`config.mk`:
```
export PLATFORM = sky130hd
export DESIGN_NAME = program_sequencer
export DESIGN_NICKNAME = d
export VERILOG_FILES = /design/src/rtl/program_sequencer.sv
export SDC_FILE = /design/constraint.sdc
export NUM_CORES = 1
export LEC_CHECK = 0
export ABC_AREA = 1
export ABC_CLOCK_PERIOD_IN_PS = 3300
export CORE_AREA = 4 4 52 66
export CTS_BUF_LIST = sky130_fd_sc_hd__clkbuf_4
export DETAILED_ROUTE_END_ITERATION = 16
export DIE_AREA = 0 0 56 70
export PLACE_DENSITY_LB_ADDON = 0.15
export SETUP_SLACK_MARGIN = 0.4
export SYNTH_ARGS = -nofsm -noshare
export SYNTH_HDL_FRONTEND = slang
export SYNTH_SLANG_ARGS = --single-unit
```
`constraint.sdc`:
```
create_clock -name clk -period 3.3 [get_ports clk]
set_input_delay 0.33 -clock clk [delete_from_list [all_inputs] [get_ports clk]]
set_output_delay 0.33 -clock clk [all_outputs]
set_load 0.01 [all_outputs]
```
`src/rtl/program_sequencer.sv`:
```
// Program sequencer with a RUN/HALT control FSM.
// It provides single-step debug, jump counting and detection of sequential address rollover.
module program_sequencer (
  input  logic       clk,
  input  logic       sync_reset,
  input  logic       jmp,
  input  logic       jmp_nz,
  input  logic [3:0] jump_addr,
  input  logic       dont_jmp,
  input  logic       hold,
  input  logic       step,
  output logic [7:0] pm_addr,
  output logic [7:0] pc,
  output logic [7:0] from_PS,
  output logic       halted,
  output logic       wrap,
  output logic [7:0] jmp_count
);

  localparam logic STATE_RUN  = 1'b0;
  localparam logic STATE_HALT = 1'b1;

  logic       state_q, state_d;
  logic [7:0] pc_q;
  logic       stepPrev_q;
  logic       wrap_q, wrap_d;
  logic [7:0] jmpCount_q, jmpCount_d;

  logic stepPulse;
  logic advance;
  logic jumpReq;
  logic jumpTaken;

  assign stepPulse = step & ~stepPrev_q;
  assign advance   = (state_q == STATE_RUN) ? 1'b1 : stepPulse;
  assign jumpReq   = jmp | (jmp_nz & ~dont_jmp);
  assign jumpTaken = ~sync_reset & advance & jumpReq;

  // Reset forces address zero regardless of everything else; a stalled
  // sequencer re-presents the current pc so the fetch is repeated.
  always_comb begin
    pm_addr = pc_q + 8'd1;
    if (sync_reset) begin
      pm_addr = 8'h00;
    end else if (!advance) begin
      pm_addr = pc_q;
    end else if (jumpReq) begin
      pm_addr = {jump_addr, 4'h0};
    end
  end

  always_comb begin
    state_d    = state_q;
    jmpCount_d = jmpCount_q;
    wrap_d     = ~sync_reset & advance & ~jumpReq & (pc_q == 8'hFF);
    if (state_q == STATE_RUN && hold) begin
      state_d = STATE_HALT;
    end else if (state_q == STATE_HALT && !hold) begin
      state_d = STATE_RUN;
    end
    if (jumpTaken && jmpCount_q != 8'hFF) begin
      jmpCount_d = jmpCount_q + 8'd1;
    end
  end

  always_ff @(posedge clk) begin
    if (sync_reset) begin
      state_q    <= STATE_RUN;
      pc_q       <= 8'h00;
      stepPrev_q <= 1'b0;
      wrap_q     <= 1'b0;
      jmpCount_q <= 8'h00;
    end else begin
      state_q    <= state_d;
      pc_q       <= pm_addr;
      stepPrev_q <= step;
      wrap_q     <= wrap_d;
      jmpCount_q <= jmpCount_d;
    end
  end

  assign pc        = pc_q;
  assign from_PS   = pc_q;
  assign halted    = (state_q == STATE_HALT);
  assign wrap      = wrap_q;
  assign jmp_count = jmpCount_q;

endmodule

```
==> summary.txt <==
Detailed routing
  • Routed WL: 3030 um
  • DRT iter0 DRCs: 39
  • Remaining antenna violation count after routing: 0
  • Per-cell routed wire length: 11.8 um
  • Via count: 1,315
  • DR pass1 iterations: 4
  • Via density: 5.12
  • Residual DRC: 0

Global routing
  • Grt total ovfl: 0
  • Total GRT Usage: 0.160
  • Global-route wire length before repair: 5160 um
  • Largest net degree at the start of global routing: 17
  • Vias in the first global route: 1,276
  • Initial antenna violation count: 0

CTS
  • Clock latency on the worst-skew pair: 300 ps
  • CTS Buffer Depth: 2
  • Clock sinks: 19
  • Clock Root Buffer: clkbuf_4
  • # H-tree levels: 1
  • Post-CTS setup buffer count: 0
  • Total CTS buffers: 3
  • Post-cts repair resize count: 0
  • Clock transition at path regs: 110 ps
  • Hold_buf cts: 0
  • CTS tree: done

Critical path
  • Crit path buffers/inverters: 3
  • Crit path top cell by count: clkdlybuf4s50_1
  • CP Class: input port to primary output
  • CP cell instances: clkdlybuf4s50_1, inv_2, nand2_1, nor3_1, clkdlybuf4s50_1
  • Critical Path Start Type: input port
  • CP startpoint: sync_reset
  • Crit-path max cell delay: 660 ps
  • Reg2Reg Launch Point: jmp_count[0]
  • Reg2Reg Depth: 7
  • CP arrival: 2200 ps
  • Crit path max-delay family: buffers and inverters
  • Worst reg-to-reg setup slack: 1890 ps
  • Worst-path fanout max: 11
  • Slowest stage cell, crit path: clkdlybuf4s50_1
  • Crit. End Element: primary output
  • R2R Path End: jmp_count[5]
  • Critical Path RT: 2970 ps

Floorplan
  • Io pins: 45
  • Core Area: 0.00286 mm2
  • Die height: 70 um
  • Die Width: 56 um
  • Row count: 22
  • Die footprint: 0.00392 mm2
  • Initial core utilization: 0.428

Pwr
  • Worst vdd rail ir drop: 0.236 mV
  • Seq pwr share: 0.475
  • Net Sw Power: 0.171 mW
  • Switch share: 0.310
  • P_leak: 0.713 nW
  • Internal power: 0.379 mW
  • Gate power share: 0.293
  • P per Cell Area: 333 mW/mm2
  • Clock share of power: 0.232

Place
  • Routability Congestion: 0.854
  • HPWL Detailed: 2390 um
  • PortBufs: 44
  • Placed cell areas: 0.00162 mm2

Timing
  • Final setup vio count: 0
  • Final period utilization: 0.765
  • Worst Tran Pin Value: 511 ps
  • Rel. slew slack: 0.658
  • Post-Route Setup TNS: 0 ps
  • Final Max Tran Viols: 0
  • Clock Skews: 2.29 ps
  • Unrepaired setup endpoints after global routing: false
  • Tmin final: 2530 ps
  • Fmax: 396 MHz
  • Final hold violation count: 0

Synthesis
  • Sequential share of the synthesized area: 0.311
  • Syn_area_per_cell: 6.62 um2
  • Synth cell types: 27
  • Synth Instances: 185
  • Mapped Area: 0.00122 mm2
  • EDFF count, synth: 0
  • Synth top area cells: dfxtp_1 31%, nand2_1 14%, a21oi_1 6.1%, buf_4 5.5%, inv_1 5.5%
  • Ys async rst share: 0
  • Yosys top cell by area: dfxtp_1
  • Synthesis Warnings: 0
  • Main synth FF type: dfxtp_1
  • Synth top area share: 0.311
  • Register bit total from synthesis: 19
  • Syn Nets: 199

Job
  • Max-cap violation count: 0

Min path
  • Hold Crit Start: jmp_count[7]
  • Hold EP: jmp_count[7]
  • Worst min path class: flop to flop
  • Hold-critical path depth: 2

Final layout
  • Area Growth Syn to Fin: 34.8%
  • Layout cell share with drive strength beyond 1: 0.0995
  • Final net count: 236
  • Ant diodes: 0
  • Fin area: 0.00165 mm2

Status
  • Outcome: completed
[per-stage QoR]
step,std cells,hold slack [ps],worst slack [ps],utilization,power [mW]
finish,257,534,774,0.577,0.549
global route,257,570,589,0.577,0.582
CTS,257,538,765,0.577,0.555
detailed placement,253,519,766,0.566,0.428
global placement,253,514,791,0.566,0.424
floorplan,185,437,1790,-,0.357
[cells in the final DEF, fill, tap and decap left out]
| master | instances |
|---|---|
| ha_1 | 3 |
| dfxtp_1 | 19 |
| nand3_4 | 1 |
| nand3b_1 | 1 |
| nor3_1 | 5 |
| inv_2 | 6 |
| nand2_1 | 47 |
| nor2_4 | 2 |
| clkinv_1 | 1 |
| o21bai_1 | 1 |
| nand4_1 | 2 |
| inv_1 | 18 |
| a21oi_2 | 4 |
| nand3_2 | 2 |
| xor2_1 | 1 |
| clkbuf_4 | 4 |
| o21ai_1 | 6 |
| nand3_1 | 11 |
| and3_1 | 2 |
| nor2_1 | 18 |
| nand2_2 | 2 |
| nand2_4 | 1 |
| a21oi_1 | 15 |
| clkdlybuf4s50_1 | 44 |
| o21ai_0 | 4 |
| a22oi_1 | 1 |
[registers in the layout (all words and copies together), names as in the netlist]
name / count
halted: 1
jmp_count: 8
wrap: 1
from_PS: 8
stepPrev_q: 1
[synth_stat cells (all sizes together) (2+ instances only)]
cell	instances
nand2	50
and3	2
inv	24
o21ai	10
ha	3
nand4	2
dfxtp	19
nand3	14
buf	12
a21oi	19
nor3	5
nor2	20
[power by group through the flow]
stage | logic (mW) | clock network [mW] | registers (mW)
after global placement | 0.159 | 0 | 0.264
after floorplan | 0.0889 | 0 | 0.268
after CTS | 0.163 | 0.132 | 0.261
after detailed placement | 0.162 | 0 | 0.266
final | 0.161 | 0.128 | 0.261
after global routing | 0.179 | 0.140 | 0.264
[per-layer routing]
layer | global-route usage | routed length [um]
met1 | 0.161 | 1170
met2 | 0.291 | 1630
met3 | 0.0333 | 167
met4 | 0.103 | 72
met5 | 0 | 0
[logic make-up (layout without fill, tap and decap cells)]
kind of cell    count (synthesis)  in the layout  synth area share
compound gates                 31             31             0.143
xor+xnor                        1              1           0.00715
fa+ha+maj                       3              3            0.0306
buf+inv                        37             73             0.149
flops                          19             19             0.311
simple gates                   94             94             0.360
[worst register-to-register path, cell delays in order (launching register included)]
cell and delay (ps):
dfxtp_1 420, ha_1 300, nand3_2 110, inv_2 100, nand2_4 70, nand3_4 130
nand2_1 80, a21oi_2 130
[final cells by class]
cell class / instances / area (um2)
clock buffers: 4 / 30.0
fillers: 289 / 1210
inverters: 25 / 93.8
multi-input cells: 129 / 662
flip-flops and latches: 19 / 380
well taps: 36 / 45.0
repair buffers: 44 / 440
[how the worst max path moves through the flow]
stage                            end  slack [ps]  cells after the start
after global placement    pm_addr[2]         790                      5
final                     pm_addr[3]         770                      5
after detailed placement  pm_addr[2]         770                      5
after CTS                 pm_addr[1]         760                      8
after global routing      pm_addr[1]         590                      8
after floorplan           pm_addr[6]        1790                      5
Note: power is estimated with default switching activity, not from simulation.
